==> config.mk <==
export PLATFORM = sky130hd
export DESIGN_NAME = calculo_preco_total
export DESIGN_NICKNAME = d
export VERILOG_FILES = /design/src/rtl/calculo_preco_total.sv
export SDC_FILE = /design/constraint.sdc
export NUM_CORES = 1
export LEC_CHECK = 0
export CAP_MARGIN = 40
export CORE_MARGIN = 2
export CORE_UTILIZATION = 50
export DETAILED_ROUTE_END_ITERATION = 16
export GPL_ROUTABILITY_DRIVEN = 0
export MAX_ROUTING_LAYER = met4
export PLACE_DENSITY = 0.72
export SYNTH_ARGS = -nofsm -noshare
export SYNTH_HDL_FRONTEND = slang
export SYNTH_SLANG_ARGS = --single-unit
==> constraint.sdc <==
create_clock -name clk -period 6.5 [get_ports clk]
set_input_delay 1.3 -clock clk [delete_from_list [all_inputs] [get_ports clk]]
set_output_delay 1.3 -clock clk [all_outputs]
set_load 0.05 [all_outputs]
==> src/rtl/calculo_preco_total.sv <==
// calculo_preco_total
// Sequential price calculator: total = round(peso_g * preco / 1000) in cents.
// Uses a 12-step shift-add multiplier followed by a 21-step restoring
// divider by the constant 1000, under a start/busy/done handshake.
//
// Ports:
//   clk        system clock, rising edge
//   rst_n      asynchronous active-low reset
//   start      request a calculation (sampled when no calculation is running)
//   peso_g     weight in grams, captured on the accepting start edge
//   preco_fil  filtered price per kg in cents, captured on the start edge
//   busy       high while the multiply/divide sequence is running
//   done       one-cycle pulse when total/erro are valid
//   total      amount in cents, held until the next done
//   erro       overweight flag, updated together with done
module calculo_preco_total #(
    parameter int unsigned W_PESO    = 12,
    parameter int unsigned W_PRECO   = 9,
    parameter int unsigned W_TOTAL   = 12,
    parameter int unsigned PESO_MAX  = 4000,
    parameter int unsigned PRECO_MAX = 500
) (
    input  logic               clk,
    input  logic               rst_n,
    input  logic               start,
    input  logic [W_PESO-1:0]  peso_g,
    input  logic [W_PRECO-1:0] preco_fil,
    output logic               busy,
    output logic               done,
    output logic [W_TOTAL-1:0] total,
    output logic               erro
);

    localparam int unsigned W_ACC   = 21;   // 4095*500 + 500 < 2^21
    localparam int unsigned W_REM   = 11;   // remainder < 1000, shifted < 2000
    localparam int unsigned W_CNT   = 5;
    localparam int unsigned W_SHIFT = 4;

    localparam logic [W_CNT-1:0] MULT_LAST = W_CNT'(W_PESO - 1);
    localparam logic [W_CNT-1:0] DIV_LAST  = W_CNT'(W_ACC - 1);
    localparam logic [W_REM-1:0] DIVISOR   = W_REM'(1000);
    localparam logic [W_ACC-1:0] ROUND_ADD = W_ACC'(500);

    typedef enum logic [1:0] {
        IDLE = 2'd0,
        MULT = 2'd1,
        DIV  = 2'd2,
        DONE = 2'd3
    } state_t;

    state_t               state, state_n;
    logic [W_PRECO-1:0]   preco_r, preco_n;
    logic [W_PESO-1:0]    peso_r, peso_n;
    logic                 ovf, ovf_n;
    logic [W_ACC-1:0]     acc, acc_n;
    logic [W_REM-1:0]     rem, rem_n;
    logic [W_CNT-1:0]     cnt, cnt_n;
    logic                 busy_n;
    logic                 done_n;
    logic [W_TOTAL-1:0]   total_n;
    logic                 erro_n;

    logic [W_ACC-1:0]     addend;
    logic [W_REM-1:0]     shifted;
    logic                 qbit;
    logic [W_PRECO-1:0]   preco_clamp;

    // Price clamp applied at capture
    always_comb begin
        preco_clamp = preco_fil;
        if (preco_fil > W_PRECO'(PRECO_MAX)) begin
            preco_clamp = W_PRECO'(PRECO_MAX);
        end
    end

    // State and datapath registers
    always_ff @(posedge clk or negedge rst_n) begin
        if (!rst_n) begin
            state   <= IDLE;
            preco_r <= '0;
            peso_r  <= '0;
            ovf     <= 1'b0;
            acc     <= '0;
            rem     <= '0;
            cnt     <= '0;
            busy    <= 1'b0;
            done    <= 1'b0;
            total   <= '0;
            erro    <= 1'b0;
        end else begin
            state   <= state_n;
            preco_r <= preco_n;
            peso_r  <= peso_n;
            ovf     <= ovf_n;
            acc     <= acc_n;
            rem     <= rem_n;
            cnt     <= cnt_n;
            busy    <= busy_n;
            done    <= done_n;
            total   <= total_n;
            erro    <= erro_n;
        end
    end

    // Next-state, datapath and output logic
    always_comb begin
        state_n = state;
        preco_n = preco_r;
        peso_n  = peso_r;
        ovf_n   = ovf;
        acc_n   = acc;
        rem_n   = rem;
        cnt_n   = cnt;
        busy_n  = busy;
        done_n  = 1'b0;
        total_n = total;
        erro_n  = erro;
        addend  = '0;
        shifted = '0;
        qbit    = 1'b0;

        unique case (state)
            // DONE behaves like IDLE for a new request, so a held start
            // yields one result every 34 cycles.
            IDLE, DONE: begin
                busy_n = 1'b0;
                if (start) begin
                    preco_n = preco_clamp;
                    peso_n  = peso_g;
                    ovf_n   = (peso_g > W_PESO'(PESO_MAX));
                    acc_n   = '0;
                    rem_n   = '0;
                    cnt_n   = '0;
                    busy_n  = 1'b1;
                    state_n = MULT;
                end else begin
                    state_n = IDLE;
                end
            end

            // One partial product per cycle, LSB first; rounding constant
            // folded into the last addition.
            MULT: begin
                if (peso_r[cnt[W_SHIFT-1:0]]) begin
                    addend = W_ACC'(preco_r) << cnt[W_SHIFT-1:0];
                end
                if (cnt == MULT_LAST) begin
                    acc_n   = acc + addend + ROUND_ADD;
                    cnt_n   = '0;
                    state_n = DIV;
                end else begin
                    acc_n   = acc + addend;
                    cnt_n   = cnt + W_CNT'(1);
                end
            end

            // Restoring division by 1000, MSB first; quotient bits shift
            // into acc as the dividend bits shift out.
            DIV: begin
                shifted = {rem[W_REM-2:0], acc[W_ACC-1]};
                if (shifted >= DIVISOR) begin
                    rem_n = shifted - DIVISOR;
                    qbit  = 1'b1;
                end else begin
                    rem_n = shifted;
                    qbit  = 1'b0;
                end
                acc_n = {acc[W_ACC-2:0], qbit};
                if (cnt == DIV_LAST) begin
                    cnt_n   = '0;
                    busy_n  = 1'b0;
                    done_n  = 1'b1;
                    total_n = ovf ? '0 : acc_n[W_TOTAL-1:0];
                    erro_n  = ovf;
                    state_n = DONE;
                end else begin
                    cnt_n   = cnt + W_CNT'(1);
                end
            end

            default: begin
                state_n = IDLE;
                busy_n  = 1'b0;
            end
        endcase
    end

endmodule

==> results of run 1 <==
## layout make-up
type	instances	area, µm²
Tap cell	136	170
Clock inverter	6	65.1
Timing Repair Buffer	44	464
Fill cell	929	4280
Sequential cell	75	1880
Inverter	15	56.3
Multi-Input combinational cell	472	3240
Clock buffer	9	124
## sequential cells by signal (all words and copies together), names as in the netlist
signal   flops
rem         10
acc         21
state        2
busy         1
cnt          5
preco_r      9
erro         1
ovf          1
peso_r      12
done         1
total       12
## worst register-to-register path: cells and delay by family, from the launching register on
family	cells	cell delay, ps
AO/OA/AOI/OAI	5	1240
XOR/XNOR	2	390
adder cells (fa/ha/maj)	2	660
flip-flops	1	770
multiplexers	2	780
AND/OR/NAND/NOR	4	760
## power breakdown
group,internal [mW],leakage [nW],switching [mW],total [mW]
Clock,0.176,0.0955,0.185,0.361
Combinational,0.502,1.51,0.722,1.22
Sequential,0.597,0.993,0.135,0.732
Total,1.27,2.60,1.04,2.32
## how the worst min path moves through the flow
stage	depth (start not counted)	endpoint
2_1_floorplan	2	preco_r[3]
3_3_place_gp	2	erro
3_5_place_dp	2	total[4]
4_1_cts	2	total[6]
5_1_grt	2	total[6]
6_report	2	total[4]
## stage by stage
| step | power [mW] | std cells | worst slack [ps] |
|---|---|---|---|
| final | 2.32 | 757 | 1750 |
| after global routing | 2.50 | 757 | 1360 |
| after CTS | 2.31 | 756 | 1810 |
| after global placement | 1.89 | 738 | 1950 |
| after detailed placement | 1.95 | 741 | 1810 |
| after floorplan | 1.64 | 590 | 2260 |
## logic make-up (layout without fill, tap and decap cells)
kind of cell	count (synthesis)	after routing
AND/OR/NAND/NOR	198	198
AO/OA/AOI/OAI	169	169
multiplexers	34	34
adder cells (fa/ha/maj)	27	27
buffers and inverters	43	74
XOR/XNOR	44	44
flip-flops	75	75
## cell usage after synthesis, drive strengths merged (3+ instances only)
library cell / n
a21oi: 25
mux4: 3
and2: 4
nor2b: 6
and3: 8
o21ai: 60
o21a: 3
clkbuf: 23
a31oi: 9
a22o: 5
a211oi: 3
o22ai: 9
ha: 26
or2: 3
nor2: 48
a22oi: 23
nand4: 6
buf: 5
mux2i: 8
xnor2: 26
inv: 14
nand2: 63
nor3: 8
dfrtp: 75
mux2: 23
a21o: 10
nand2b: 15
xor2: 18
nor4: 3
nand3: 21
## metal layers
metal | vias up | global-route usage | routed length, µm
li1 | 2204 | - | -
met1 | 2145 | 0.304 | 5740
met2 | 115 | 0.383 | 5850
met3 | 18 | 0.0498 | 621
met4 | 0 | 0.0696 | 210
met5 | - | - | 0
==> impl_metrics.ini, run 1 <==
[run_status]
status = completed

[critical_path]
startpoint = cnt[0]
slowest_cell_delay_on_critical_path_ps = 770
path_class = reg -> reg
critPathRequiredTime_ps = 6720
cp_cell_sequence = mux4_2, mux2i_1, or3_1, nor2_1, ha_1, fa_1, a21o_2, a311o_1, a211o_1, o2bb2ai_1, xnor2_1, nor4b_1, nand4_1, xnor2_1, o21ai_1
worstReg2RegStart = cnt[0]
cp_top_family = compound AO/OA/AOI/OAI gates
critical_path.n_buffers_inverters = 0
worstPathMaxFanout = 21
critPathMostFrequentCell = sky130_fd_sc_hd__xnor2_1
path_depth = 15
timing.reg2reg.setup_slack_ps = 1750
rr_endpoint = acc[20]
critical_path.startpoint_type = flop
cpMaxStageDelayCell = sky130_fd_sc_hd__dfrtp_1
worst-endpoint-arrival_ps = 4970
worst_setup_endpoint = acc[20]
endpoint_class_of_the_critical_path = flop
number_of_cells_on_the_worst_reg_to_reg_path = 15

[logic_synthesis]
yosys-top-cells-area = sky130_fd_sc_hd__dfrtp_1 36%, sky130_fd_sc_hd__ha_1 6.2%, sky130_fd_sc_hd__mux2_2 4.9%
synth-seq-area-share = 0.355
synth.ff_latch_count = 75
combined_area_of_all_synthesized_cells_um2 = 5280
synthDominantCellAreaShare = 0.355
synth-compound-area-share = 0.208
yosysTopAreaCell = sky130_fd_sc_hd__dfrtp_1
synth_xor_xnor_area_share = 0.0730
synth_top_family_by_area = compound AO/OA/AOI/OAI gates
yosys_warnings = 0
share_of_synthesized_area_spent_on_multiplexers = 0.0770
synthSimpleGateAreaFrac = 0.190
edff_count_synth = 0
net_count_after_synthesis = 641
syn-instance-count = 590
synth_async_sr_flop_share = 1.00
syn_avg_cell_area_um2 = 8.95
synth_flop_type = sky130_fd_sc_hd__dfrtp_1
synth_fa_ha_area_frac = 0.0654
post_synth_num_cell_types = 70

[route]
drt_pre_antenna_iters = 8
drc = 0
wirelength_um = 12400
vias = 4482
routed_via_density = 5.92
initialDrtViolationCount = 305
wire_per_inst_um = 16.4
final_antenna_net_count = 0

[grt]
groute.usage.overall = 0.238
antenna_violations_before_repair = 0
first_global_vias = 4393
grt_start_max_net_pins = 43
grt-ovfl-total = 0
grt_pass1_wl_um = 21200

[power_and_ir_drop]
pwr_density_cell_nw_per_um2 = 386
leakage_nw = 2.60
ir_worst_vdd_uv = 162

[place]
detailedPlacementHpwl_um = 9420
numPortBuffers = 38
place_area_um2 = 5800

[floorplanning]
std_cell_rows = 37
fp.dieArea_um2 = 11400
num_io_pins = 39
die_width_um = 107
initial_core_util = 0.514
fp.coreArea_um2 = 10300
die_height_um = 107

[timing]
slew-limit-headroom = 0.438
clock_skew_ps = 7.59
timing.final.crit_share = 0.730
totalNegativeSetupSlack_ps = 0
fmax_mhz = 211
slew_violations = 0
worst-slew-pin-transition_ps = 844
period_needed_ps = 4750
final-setup-viol-count = 0
report.final.hold_viol_count = 0
hold_slack_ps = 480
rsz_0062_raised_after_global_routing = false

[clocking]
root_buffer = sky130_fd_sc_hd__clkbuf_8
numClockSinks = 75
cts_stage_hold_buffer_count = 0
cts-root-to-sink-buffers = 2
numCtsBuffers = 9
clk_latency_ps = 360
cts.repair_timing.setup_buffer_count = 0
clkTransAtPathRegs_ps = 80
post_cts_resized = 0
cts_tree = built
h-tree-depth = 3

[finish]
proportion_of_layout_cells_with_a_drive_suffix_above_1 = 0.0966
finalCoreUtilization = 0.584
fin_area_um2 = 6000
layout.cells.most_common = sky130_fd_sc_hd__dfrtp_1
commonest_non_fill_non_tap_cells_in_the_layout = 75 x sky130_fd_sc_hd__dfrtp_1, 63 x sky130_fd_sc_hd__nand2_1, 51 x sky130_fd_sc_hd__o21ai_0
finish.net_count = 668
area_growth_syn_to_layout_pct = 13.6
antenna_cells = 0

[run]
max_capacitance_violation_total = 0

[worst_hold_path]
worst_hold_path_type = reg -> reg
worst_hold_startpoint = total[4]
No activity file was read; power rests on OpenSTA's default activity.
==> inputs of run 2 (changes only) <==
==> constraint.sdc (replaced) <==
create_clock -name clk -period 5 [get_ports clk]
set_input_delay 1 -clock clk [delete_from_list [all_inputs] [get_ports clk]]
set_output_delay 1 -clock clk [all_outputs]
set_load 0.05 [all_outputs]
==> run 2 against run 1 <==
Effect of this change:
- clock-buffer cell count unchanged
- total power up 31%
- combinational power rose by 34%
- critical path depth is the same
- sequential power up 29%
- sequential cell count unchanged
- design area up 0.10%
- maximum frequency rose by 1.7%
- routed wire length up 1.9%
- global-route usage is 0.33 points higher
- clock power rose by 29%
- die area stayed put
- critical path type unchanged
- highest routed layer unchanged
==> impl_metrics.ini, run 2 (synthesized netlist as in run 1, its figures left out) <==
[finish]
area_growth_syn_to_layout_pct = 13.7
largestRegisters = acc: 21 flops, peso_r: 12 flops, total: 12 flops
max_flop_register = acc
antenna_cells = 0
finalNonFillerCells = 758
finish.net_count = 669
commonest_non_fill_non_tap_cells_in_the_layout = 75 x sky130_fd_sc_hd__dfrtp_1, 63 x sky130_fd_sc_hd__nand2_1, 51 x sky130_fd_sc_hd__o21ai_0
layout.cells.most_common = sky130_fd_sc_hd__dfrtp_1
finalCoreUtilization = 0.584
largest_register_ffs = 21
fin_area_um2 = 6000
proportion_of_layout_cells_with_a_drive_suffix_above_1 = 0.0981

[route]
vias = 4572
drc = 0
drt_pre_antenna_iters = 5
initialDrtViolationCount = 339
wirelength_um = 12700
routed_via_density = 6.03
wire_per_inst_um = 16.7
final_antenna_net_count = 0

[timing]
fmax_mhz = 214
final.setup.worst_slack_ps = 330
worst-slew-pin-transition_ps = 899
rsz_0062_raised_after_global_routing = false
final-setup-viol-count = 0
period_needed_ps = 4670
report.final.hold_viol_count = 0
clock_skew_ps = 11.9
totalNegativeSetupSlack_ps = 0
slew-limit-headroom = 0.401
hold_slack_ps = 474
slew_violations = 0
timing.final.crit_share = 0.934

[clocking]
h-tree-depth = 3
clk_latency_ps = 350
numClockSinks = 75
cts.repair_timing.setup_buffer_count = 0
cts_stage_hold_buffer_count = 0
numCtsBuffers = 9
cts-root-to-sink-buffers = 2
clkTransAtPathRegs_ps = 80
post_cts_resized = 0
cts_tree = built
root_buffer = sky130_fd_sc_hd__clkbuf_8

[worst_hold_path]
worst_hold_path_type = reg -> reg
hold_path_depth = 2

[critical_path]
cpMaxStageDelayCell = sky130_fd_sc_hd__dfrtp_1
critical_path.startpoint_type = flop
slowest_cell_delay_on_critical_path_ps = 770
critPathRequiredTime_ps = 5210
cp_top_family = compound AO/OA/AOI/OAI gates
critPathMostFrequentCell = sky130_fd_sc_hd__xnor2_1
critical_path.n_buffers_inverters = 0
number_of_cells_on_the_worst_reg_to_reg_path = 15
worst-endpoint-arrival_ps = 4880
worstPathMaxFanout = 18
path_class = reg -> reg
path_depth = 15
cp_cell_sequence = mux4_2, mux2i_1, or3_1, nor2_1, ha_1, fa_1, a21o_2, a311o_1, a211o_1, a31oi_1, xnor2_1, nand2_1, nor4_4, xnor2_1, o21ai_1
endpoint_class_of_the_critical_path = flop

[floorplanning]
std_cell_rows = 37
die_height_um = 107
num_io_pins = 39
initial_core_util = 0.514
fp.coreArea_um2 = 10300
fp.dieArea_um2 = 11400
die_width_um = 107

[run_status]
status = completed

[power_and_ir_drop]
post-layout-total-power_mw = 3.03
ir_worst_vdd_uv = 222
pwr_density_cell_nw_per_um2 = 505
leakage_nw = 2.61

[place]
inst_count_dp = 743
detailedPlacementHpwl_um = 9610
numPortBuffers = 38
place_worst_setup_slack_ps = 414
place_area_um2 = 5810

[grt]
first_global_vias = 4274
antenna_violations_before_repair = 0
grt-ovfl-total = 0
groute.usage.overall = 0.241
grt_pass1_wl_um = 21300
grt_start_max_net_pins = 45

[run]
max_capacitance_violation_total = 0
==> run 2: cell count changes in the layout (fill, tap and decap cells not counted) <==
cell / delta
sky130_fd_sc_hd__buf_16: +1
sky130_fd_sc_hd__inv_6: +1
sky130_fd_sc_hd__clkinv_4: -1
sky130_fd_sc_hd__buf_1: +1
sky130_fd_sc_hd__buf_12: -1
sky130_fd_sc_hd__dlymetal6s2s_1: -1
sky130_fd_sc_hd__buf_4: +1
==> run 2: worst reg2reg max path, cell delays in order, from the launching register on <==
cell	delay [ps]
sky130_fd_sc_hd__dfrtp_1	770
sky130_fd_sc_hd__mux4_2	440
sky130_fd_sc_hd__mux2i_1	160
sky130_fd_sc_hd__or3_1	180
sky130_fd_sc_hd__nor2_1	80
sky130_fd_sc_hd__ha_1	220
sky130_fd_sc_hd__fa_1	450
sky130_fd_sc_hd__a21o_2	270
sky130_fd_sc_hd__a311o_1	420
sky130_fd_sc_hd__a211o_1	340
sky130_fd_sc_hd__a31oi_1	210
sky130_fd_sc_hd__xnor2_1	220
sky130_fd_sc_hd__nand2_1	190
sky130_fd_sc_hd__nor4_4	340
sky130_fd_sc_hd__xnor2_1	160
sky130_fd_sc_hd__o21ai_1	70
==> run 2: final timing paths <==
kind | from | end | slack (ps)
worst min-delay path | erro | erro | 470
worst min register to register | erro | erro | 470
worst max-delay path | cnt[1] | acc[19] | 330
worst max register to register | cnt[1] | acc[19] | 330
min in group asynchronous | rst_n | total[2] | 570
max in group asynchronous | rst_n | acc[12] | 3860
==> run 2: metal layers <==
layer / vias to the layer above / global-route usage / wire, µm
li1: 2214 / - / -
met3: 21 / 0.0353 / 547
met5: - / - / 0
met1: 2207 / 0.318 / 5760
met2: 130 / 0.388 / 6100
met4: 0 / 0.0733 / 252
==> run 2: report_power, final <==
group | switching, mW | internal, mW
Clock | 0.237 | 0.230
Sequential | 0.165 | 0.776
Combinational | 0.969 | 0.657
Total | 1.37 | 1.66
==> run 2: cell type report <==
cell class                 count  area, µm²
clock buffer                   9        124
clock inverter                 6       65.1
fill                         947       4270
inverter                      15       56.3
multi-input combinational    472       3240
sequential                    75       1880
tap                          136        170
timing repair buffer          45        470
==> inputs of run 3 (changes only) <==
--- a/config.mk
+++ b/config.mk
@@ -6,12 +6,15 @@
 export NUM_CORES = 1
 export LEC_CHECK = 0
 export CAP_MARGIN = 40
+export CELL_PAD_IN_SITES_DETAIL_PLACEMENT = 0
+export CELL_PAD_IN_SITES_GLOBAL_PLACEMENT = 1
 export CORE_MARGIN = 2
-export CORE_UTILIZATION = 50
+export CORE_UTILIZATION = 47
+export CTS_BUF_LIST = sky130_fd_sc_hd__clkbuf_8
 export DETAILED_ROUTE_END_ITERATION = 16
 export GPL_ROUTABILITY_DRIVEN = 0
 export MAX_ROUTING_LAYER = met4
-export PLACE_DENSITY = 0.72
+export PLACE_DENSITY = 0.85
 export SYNTH_ARGS = -nofsm -noshare
 export SYNTH_HDL_FRONTEND = slang
 export SYNTH_SLANG_ARGS = --single-unit
==> run 3 against run 2 <==
Effect of this change:
- non-clock buffer count increased by 1
- clock skew decreased by 3.8 ps
- critical path depth unchanged
- critical endpoint is now acc[20]
- largest power group unchanged
==> impl_metrics.ini, run 3 (synthesized netlist as in run 1, its figures left out) <==
[grt]
groute.usage.overall = 0.238
antenna_violations_before_repair = 0
grt_start_max_net_pins = 42
grt_pass1_wl_um = 21900
grt-ovfl-total = 0
first_global_vias = 4431

[finish]
largestRegisters = acc: 21 flops, peso_r: 12 flops, total: 12 flops
fillCellCount = 1005
layout.cells.most_common = sky130_fd_sc_hd__dfrtp_1
area_growth_syn_to_layout_pct = 13.4
multi_input_comb_area_um2 = 3240
max_flop_register = acc
finish.net_count = 670
antenna_cells = 0
proportion_of_layout_cells_with_a_drive_suffix_above_1 = 0.101
fin_area_um2 = 5990
commonest_non_fill_non_tap_cells_in_the_layout = 75 x sky130_fd_sc_hd__dfrtp_1, 63 x sky130_fd_sc_hd__nand2_1, 51 x sky130_fd_sc_hd__o21ai_0
largest_register_ffs = 21
ff_latch_area_um2 = 1880

[critical_path]
critPathMostFrequentCell = sky130_fd_sc_hd__xnor2_1
cpMaxStageDelayCell = sky130_fd_sc_hd__dfrtp_1
critPathRequiredTime_ps = 5220
endpoint_class_of_the_critical_path = flop
cp_cell_sequence = mux4_2, mux2i_1, or3_1, nor2_1, ha_1, fa_1, a21o_2, a311o_1, a211o_1, o2bb2ai_1, xnor2_1, nor4b_1, nand4_1, xnor2_1, o21ai_1
critical_path.startpoint_type = flop
worstReg2RegStart = cnt[1]
startpoint = cnt[1]
worstPathMaxFanout = 11
slowest_cell_delay_on_critical_path_ps = 580
path_class = reg -> reg
worst-endpoint-arrival_ps = 4590

[route]
wire_per_inst_um = 16.7
drc = 0
initialDrtViolationCount = 431
vias = 4552
wirelength_um = 12800
final_antenna_net_count = 0
routed_via_density = 5.96
drt_pre_antenna_iters = 6

[timing]
period_needed_ps = 4370
clock_skew_ps = 8.14
final-setup-viol-count = 0
worst-slew-pin-transition_ps = 844
slew_violations = 0
slew-limit-headroom = 0.437
fmax_mhz = 229
totalNegativeSetupSlack_ps = 0
report.final.hold_viol_count = 0
rsz_0062_raised_after_global_routing = false
timing.final.crit_share = 0.875

[clocking]
cts_tree = built
post_cts_resized = 0
cts-root-to-sink-buffers = 2
clk_latency_ps = 360
h-tree-depth = 3
cts_stage_hold_buffer_count = 0
cts.repair_timing.setup_buffer_count = 0
numClockSinks = 75
numCtsBuffers = 9
clkTransAtPathRegs_ps = 80
root_buffer = sky130_fd_sc_hd__clkbuf_8

[power_and_ir_drop]
p_int_mw = 1.61
netsw_mw = 1.39
power.switching_fraction = 0.463
clock_power_share = 0.148
power_frac_seq = 0.315
comb_power_share = 0.537
pwr_density_cell_nw_per_um2 = 501
ir_worst_vdd_uv = 241
leakage_nw = 2.60

[floorplanning]
fp.dieArea_um2 = 12100
die_width_um = 110
die_height_um = 110
fp.coreArea_um2 = 10900
num_io_pins = 39
initial_core_util = 0.485
std_cell_rows = 38

[run_status]
status = completed

[place]
place_area_um2 = 5810
detailedPlacementHpwl_um = 9920
numPortBuffers = 38

[run]
max_capacitance_violation_total = 0

[worst_hold_path]
worst_hold_path_type = reg -> reg
worst_hold_startpoint = total[10]
==> run 3: power groups by stage <==
| stage | clock network (mW) | logic [mW] | registers [mW] |
|---|---|---|---|
| detailed placement | 0 | 1.59 | 0.955 |
| global route | 0.484 | 1.79 | 0.970 |
| global placement | 0 | 1.54 | 0.948 |
| floorplan | 0 | 1.23 | 0.899 |
| CTS | 0.454 | 1.60 | 0.944 |
| finish | 0.443 | 1.61 | 0.945 |
==> run 3: worst max-delay path, delay by kind of cell (launching register included) <==
family | cells | cell delay (ps)
AOI/OAI and AO/OA | 5 | 1280
xor gates and xnor gates | 2 | 420
adders and majority gates | 2 | 670
DFF | 1 | 580
muxes | 2 | 550
and+or+nand+nor | 4 | 700
==> run 3: through the flow <==
| stage | util | total power [mW] | hold slack, ps | setup slack [ps] | std cells |
|---|---|---|---|---|---|
| 2_1_floorplan | - | 2.13 | 460 | 765 | 590 |
| 3_3_place_gp | 0.529 | 2.49 | 459 | 669 | 744 |
| 3_5_place_dp | 0.533 | 2.54 | 473 | 623 | 748 |
| 4_1_cts | 0.550 | 2.99 | 491 | 619 | 764 |
| 5_1_grt | 0.550 | 3.24 | 514 | 241 | 764 |
| 6_report | 0.550 | 3.00 | 484 | 625 | 764 |
==> run 3: layer usage <==
metal	routed length [µm]	vias up	part of all wire	GRT usage
met5	0	-	0	-
met1	5990	2206	0.47	0.312
li1	-	2204	-	-
met3	490	20	0.038	0.0306
met4	190	0	0.015	0.0624
met2	6130	122	0.48	0.392
==> run 3: final timing paths <==
| kind | end | slack [ps] | cells past startpoint |
|---|---|---|---|
| hold reg to reg | total[10] | 480 | 2 |
| hold / removal | total[10] | 480 | 2 |
| min in group asynchronous | rem[7] | 580 | 1 |
| setup reg to reg | acc[20] | 630 | 15 |
| max in group asynchronous | acc[18] | 3840 | 2 |
| setup / recovery | acc[20] | 630 | 15 |
==> run 3: final cells by class <==
type	count	area share
Tap cell	140	0.0293
Sequential cell	75	0.313
Clock inverter	7	0.00961
Inverter	15	0.00940
Clock buffer	9	0.0207
Timing Repair Buffer	46	0.0765
Multi-Input combinational cell	472	0.541
